**config.mk**
```make
export PLATFORM = sky130hd
export DESIGN_NAME = clkdiv_prog
export DESIGN_NICKNAME = d
export VERILOG_FILES = /design/src/rtl/clkdiv_prog.sv
export SDC_FILE = /design/constraint.sdc
export NUM_CORES = 1
export LEC_CHECK = 0
export BUFFER_PORTS_ARGS = -buffer_cell sky130_fd_sc_hd__buf_2
export CORE_MARGIN = 3
export CORE_UTILIZATION = 60
export CTS_CLUSTER_SIZE = 16
export DETAILED_ROUTE_END_ITERATION = 10
export GPL_TIMING_DRIVEN = 0
export PLACE_DENSITY = 0.81
export SLEW_MARGIN = 5
export SYNTH_ARGS = -nofsm -noshare
export SYNTH_HDL_FRONTEND = slang
export SYNTH_SLANG_ARGS = --single-unit
```
**constraint.sdc**
```tcl
create_clock -name clock_in -period 3.37 [get_ports clock_in]
set_clock_uncertainty 0.1 [all_clocks]
set_input_delay 0.5055 -clock clock_in [delete_from_list [all_inputs] [get_ports clock_in]]
set_output_delay 0.5055 -clock clock_in [all_outputs]
set_load 0.05 [all_outputs]
```
**src/rtl/clkdiv_prog.sv**
```systemverilog
// Runtime-programmable clock divider: 50%-duty clock_out plus a tick on each rising edge.
// Optional macro CLKDIV_PERIOD_CNT_EN adds a saturating period_cnt output.
module clkdiv_prog #(
    parameter int          WIDTH      = 23,
    parameter int unsigned DEFAULT_TC = 4999999
) (
    input  logic             clock_in,
    input  logic             reset,
    input  logic             enable,
    input  logic [WIDTH-1:0] tc_in,
    input  logic             tc_load,
    output logic             tc_busy,
    output logic             tc_ack,
    output logic [WIDTH-1:0] tc_cur,
`ifdef CLKDIV_PERIOD_CNT_EN
    output logic [15:0]      period_cnt,
`endif
    output logic             clock_out,
    output logic             tick
);

    logic [WIDTH-1:0] cnt_q, cnt_d;
    logic [WIDTH-1:0] tc_cur_q, tc_cur_d;
    logic [WIDTH-1:0] pend_q, pend_d;
    logic             clk_q, clk_d;
    logic             tick_q, tick_d;
    logic             busy_q, busy_d;
    logic             ack_q, ack_d;
    logic             at_tc;
    logic             boundary;
    logic             apply;

    assign at_tc    = (cnt_q == tc_cur_q);
    // A period ends on the wrap that drives clock_out from 1 back to 0.
    assign boundary = enable && at_tc && clk_q;
    assign apply    = busy_q && (boundary || !enable);

    always_comb begin
        cnt_d    = cnt_q;
        clk_d    = clk_q;
        tick_d   = 1'b0;
        tc_cur_d = tc_cur_q;
        pend_d   = pend_q;
        busy_d   = busy_q;
        ack_d    = 1'b0;

        if (!enable) begin
            cnt_d = '0;
            clk_d = 1'b0;
        end else if (at_tc) begin
            cnt_d  = '0;
            clk_d  = ~clk_q;
            tick_d = ~clk_q;
        end else begin
            cnt_d = cnt_q + WIDTH'(1);
        end

        if (apply) begin
            tc_cur_d = pend_q;
            busy_d   = 1'b0;
            ack_d    = 1'b1;
        end

        // A load in the apply cycle becomes the next pending value.
        if (tc_load) begin
            pend_d = tc_in;
            busy_d = 1'b1;
        end
    end

    always_ff @(posedge clock_in) begin
        if (reset) begin
            cnt_q    <= '0;
            clk_q    <= 1'b0;
            tick_q   <= 1'b0;
            tc_cur_q <= WIDTH'(DEFAULT_TC);
            pend_q   <= '0;
            busy_q   <= 1'b0;
            ack_q    <= 1'b0;
        end else begin
            cnt_q    <= cnt_d;
            clk_q    <= clk_d;
            tick_q   <= tick_d;
            tc_cur_q <= tc_cur_d;
            pend_q   <= pend_d;
            busy_q   <= busy_d;
            ack_q    <= ack_d;
        end
    end

`ifdef CLKDIV_PERIOD_CNT_EN
    logic [15:0] period_cnt_q, period_cnt_d;

    always_comb begin
        period_cnt_d = period_cnt_q;
        if (!enable) begin
            period_cnt_d = '0;
        end else if (boundary && (period_cnt_q != 16'hFFFF)) begin
            period_cnt_d = period_cnt_q + 16'd1;
        end
    end

    always_ff @(posedge clock_in) begin
        if (reset) begin
            period_cnt_q <= '0;
        end else begin
            period_cnt_q <= period_cnt_d;
        end
    end

    assign period_cnt = period_cnt_q;
`endif

    assign clock_out = clk_q;
    assign tick      = tick_q;
    assign tc_cur    = tc_cur_q;
    assign tc_busy   = busy_q;
    assign tc_ack    = ack_q;

endmodule

```
==> After elaboration in Yosys (flattened, before gate mapping) <==
Cells that the tools add are included.
{ "word_totals": {"reg_bits": 73, "input_bits": 27, "wordCells": 24} }
{ "op_classes": {"n_addsub": 1, "n_eq_ne": 1, "mux": 3, "bitwise": 3, "n_reduce_logical": 9} }
{ "op_table": {"columns": ["operator", "n"], "rows": [
  ["$add 23x1->23 const B", 1],
  ["$eq 23x23->1", 1],
  ["$reduce_or 3->1", 2],
  ["$logic_and 1x1->1", 3],
  ["$mux 1", 3],
  ["$not 1->1", 3],
  ["$reduce_bool 2->1", 1],
  ["$reduce_or 2->1", 1],
  ["$logic_not 1->1", 1],
  ["$logic_or 1x1->1", 1]
]} }

==> Depth between registers and ports, before layout <==
{ "depth": {"depth_word": 7, "ltp_mapped": 7, "mapped_depth_nobuf": 6} }

==> Worst setup path after synthesis <==
OpenSTA, ideal clock, no wires.
{ "synth_path": {"path_type": "register -> register", "from": "reg tc_cur_q[7] (netlist: tc_cur[7])", "to": "reg tc_cur_q[10] (netlist: tc_cur[10])", "t_arrival_ns": 2.122, "required_ns": 3.198, "path_slack_ns": 1.076, "stages_incl_launch_ff": 7, "n_path_buf": 1, "path_cell_list": "dfxtp_1 > xor2_2 > nor4_2 > nand4_2 > o32ai_4 > buf_8 > mux2i_1"} }
{ "synth_via": {"elab_chain_len": 5} }
{ "synth_rtl": {"columns": ["element", "line", "source"], "rows": [
  ["from (decl)", "23", "logic [WIDTH-1:0] tc_cur_q, tc_cur_d;"],
  ["from (signal assigned)", "76", "tc_cur_q <= WIDTH'(DEFAULT_TC);"],
  ["from (signal assigned)", "84", "tc_cur_q <= tc_cur_d;"],
  ["$eq 23x23->1", "33", "assign at_tc = (cnt_q == tc_cur_q);"],
  ["$logic_and 1x1->1 (2 in series)", "35", "assign boundary = enable && at_tc && clk_q;"],
  ["$logic_or 1x1->1", "36", "assign apply = busy_q && (boundary || !enable);"],
  ["$logic_and 1x1->1", "36", null]
]} }
No other way between the ends.
A chain may end at the register's enable or synchronous reset.

==> Worst setup path after layout <==
{ "layout_path": {"from": "reg cnt_q[2]", "to": "reg tc_cur_q[15] (netlist: tc_cur[15])"} }
{ "layout_via": {"elab_chain_len": 5} }
{ "layout_rtl": {"columns": ["element", "line", "source"], "rows": [
  ["from (decl)", "22", "logic [WIDTH-1:0] cnt_q, cnt_d;"],
  ["from (signal assigned)", "81", "cnt_q <= cnt_d;"],
  ["$eq 23x23->1", "33", null],
  ["$logic_and 1x1->1 (2 in series)", "35", null],
  ["$logic_or 1x1->1", "36", null],
  ["$logic_and 1x1->1", "36", null]
]} }
No other way between the ends.

==> impl_metrics.toml <==
[outcome]
status = "finished, final reports clean"

[synthesis]
synthFlopType = "dfxtp_1"
ys.warnings.count = 0
synth.cell_area_um2 = 3177
synthCells = 331
netlist_top_cells_count = "dfxtp_1 (73), nor2_1 (73), mux2i_1 (46)"
yosys.area.top_type_share_pct = 46.00
synth_top_cell_by_area = "dfxtp_1"
synth_fp_nets = 359
synth_cell_types = 30
avgSynthCellArea_um2 = 9.598
ys_top_cells_by_area = "dfxtp_1 (46%), mux2i_1 (14%), xor2_1 (10%)"
synth-edff-count = 0
ys_seq_area_share_pct = 46.00
async_flop_share_pct = 0
ys_ff_latch = 73

[grt]
grt_pass1_vias = 2345
grt.overflow.total = 0
antenna_found_initial = 0
grt_max_degree = 14
track_usage_pct = 23.12
grt_pass1_wl_um = 11140

[routing]
wire_per_inst_um = 14.34
viasPerCell = 5.200
num_vias = 2418
firstDrtPassIters = 4
drcViolationCount = 0
drt_first_iter_violations = 74
wirelength_um = 6667
antenna_left = 0

[place]
place_inst = 449
port_buffers = 51
hpwl_um = 5031
finalWeightedCongestion = 0.8702

[critical_path]
cp.arrival_ps = 2460
cp_max_fo = 10
crit_buf_inv = 2
cp_slowest_cell = "o32ai_4"
cp-start-kind = "register"
cp_top_family = "simple AND/OR/NAND/NOR gates"
max_stage_delay_ps = 540
crit_required_ps = 3540
cp-end-kind = "register"
worstPathCellList = "buf_2 -> xor2_1 -> nor4_2 -> nand4_2 -> o32ai_4 -> buf_8 -> mux2i_1"
crit_type = "reg2reg"

[die]
die-width_um = 78.77
num_rows = 25
die_h_um = 78.77
core_um2 = 4911
ios = 54
dieArea_um2 = 6204
initial_core_util_pct = 64.69

[finish]
nets = 421
fin_cells = 465
drive_gt1_share_pct = 19.85
num_antenna_cells = 0
syn2layout_area_growth_pct = 16.31

[power_and_ir_drop]
ir_worst_vdd_mv = 0.3540
power_leakage_uw = 0.001540
power.density_nw_per_um2 = 461.2

[timing]
fin_crit_sh_pct = 68.09
finalSetupViolations = 0
grt_setup_unrepaired = "false"
slew_headroom_pct = 40.84
finalHoldViolCount = 0
drv_slew = 0
setup-tns-final_ps = 0
fmax_mhz = 435.8
tightestPinTransition_ps = 880.6
fin_crit_ps = 2295

[clocking]
cts_root_buf = "clkbuf_8"
post_cts_buffers = 0
cts_tree = "yes"
clockBufferDepth = 2
path_clk_slew_ps = 80
cts_resized = 0
holdBufCountCts = 0
cts_made_buffers = 9
clk_latency_ps = 340
cts_sinks = 73
cts.htree.levels = 3

[run]
maxCapViolations = 0

[worst_hold_path]
hp-class = "in2reg"
-- through the flow --
stage          utilization [%]  hold slack [ps]  cell area [µm²]  worst slack (ps)  total power [µW]
2_1_floorplan                -            351.0             3177              1076              1066
3_3_place_gp             71.59            363.8             3516              1136              1115
3_5_place_dp             71.59            368.1             3516              1062              1119
4_1_cts                  75.24            282.2             3695              1045              1723
5_1_grt                  75.24            298.4             3695             944.7              1769
6_report                 75.24            293.3             3695              1075              1704
-- kinds of logic after synthesis --
logic type / count (synthesis) / share of synthesized area, %
adder cells (fa/ha/maj): 1 / 0.3938
AND/OR/NAND/NOR: 138 / 21.19
buffers and inverters: 22 / 3.663
multiplexers: 46 / 14.49
AO/OA/AOI/OAI: 8 / 2.166
XOR/XNOR: 43 / 12.09
flip-flops: 73 / 46.00
-- final timing paths --
path,start,endpoint,slack [ps],cells past startpoint
worst max register to register,cnt_q[2],tc_cur[15],1080,7
worst max-delay path,cnt_q[2],tc_cur[15],1080,7
worst min-delay path,tc_in[1],pend_q[1],290,3
worst min register to register,pend_q[13],tc_cur[13],380,2
-- registers in the layout, summed over array words and instances (netlist names) --
signal     flops
clock_out      1
tick           1
tc_ack         1
pend_q        23
tc_cur        23
cnt_q         23
tc_busy        1
-- cell type report --
class | instances | area [µm²]
fill | 396 | 1216
timing repair buffer | 51 | 255.2
buffer | 17 | 97.59
inverter | 5 | 18.77
multi-input combinational | 236 | 1599
clock buffer | 10 | 137.6
sequential | 73 | 1461
tap | 67 | 83.83
clock inverter | 6 | 41.29
-- where the power goes --
| part | switching [µW] | internal, µW | total (µW) |
|---|---|---|---|
| Combinational | 114 | 67.1 | 181 |
| Clock | 316 | 288 | 604 |
| Sequential | 25.8 | 893 | 919 |
| Total | 456 | 1250 | 1700 |
-- layout by cell type, fill, tap and decap left out, types with 2 or more instances in the layout --
cell and instances:
or3_1 2, nor4_1 5, nor4_2 3, nand2b_1 21, clkinv_4 2, buf_8 2
inv_1 5, clkinv_2 3, nor3_1 3, clkbuf_1 9, o21ai_0 2, nor2_1 73
xor2_1 37, nand2_1 7, buf_1 2, nand3_1 11, clkbuf_8 10, xnor2_1 5
nand4_1 5, dfxtp_1 73, mux2i_1 46, nor2b_1 2, and3_1 4, buf_2 54
a21oi_1 3
-- layer usage --
layer  routed length [µm]  part of all wire [%]  vias to the layer above  track usage [%]
met4                  116                   1.7                        0            9.441
li1                     -                     -                     1222                -
met2                 3228                    48                       55            37.69
met3                  323                   4.8                       11            6.009
met5                    0                     0                        -                0
met1                 2999                    45                     1130            29.11
-- tightest hold or removal path: cells and delay by family --
family	cells	cell delay, ps
buffers and inverters	1	70
AND/OR/NAND/NOR	1	70
multiplexers	1	50
No activity file was read; power rests on OpenSTA's default activity.
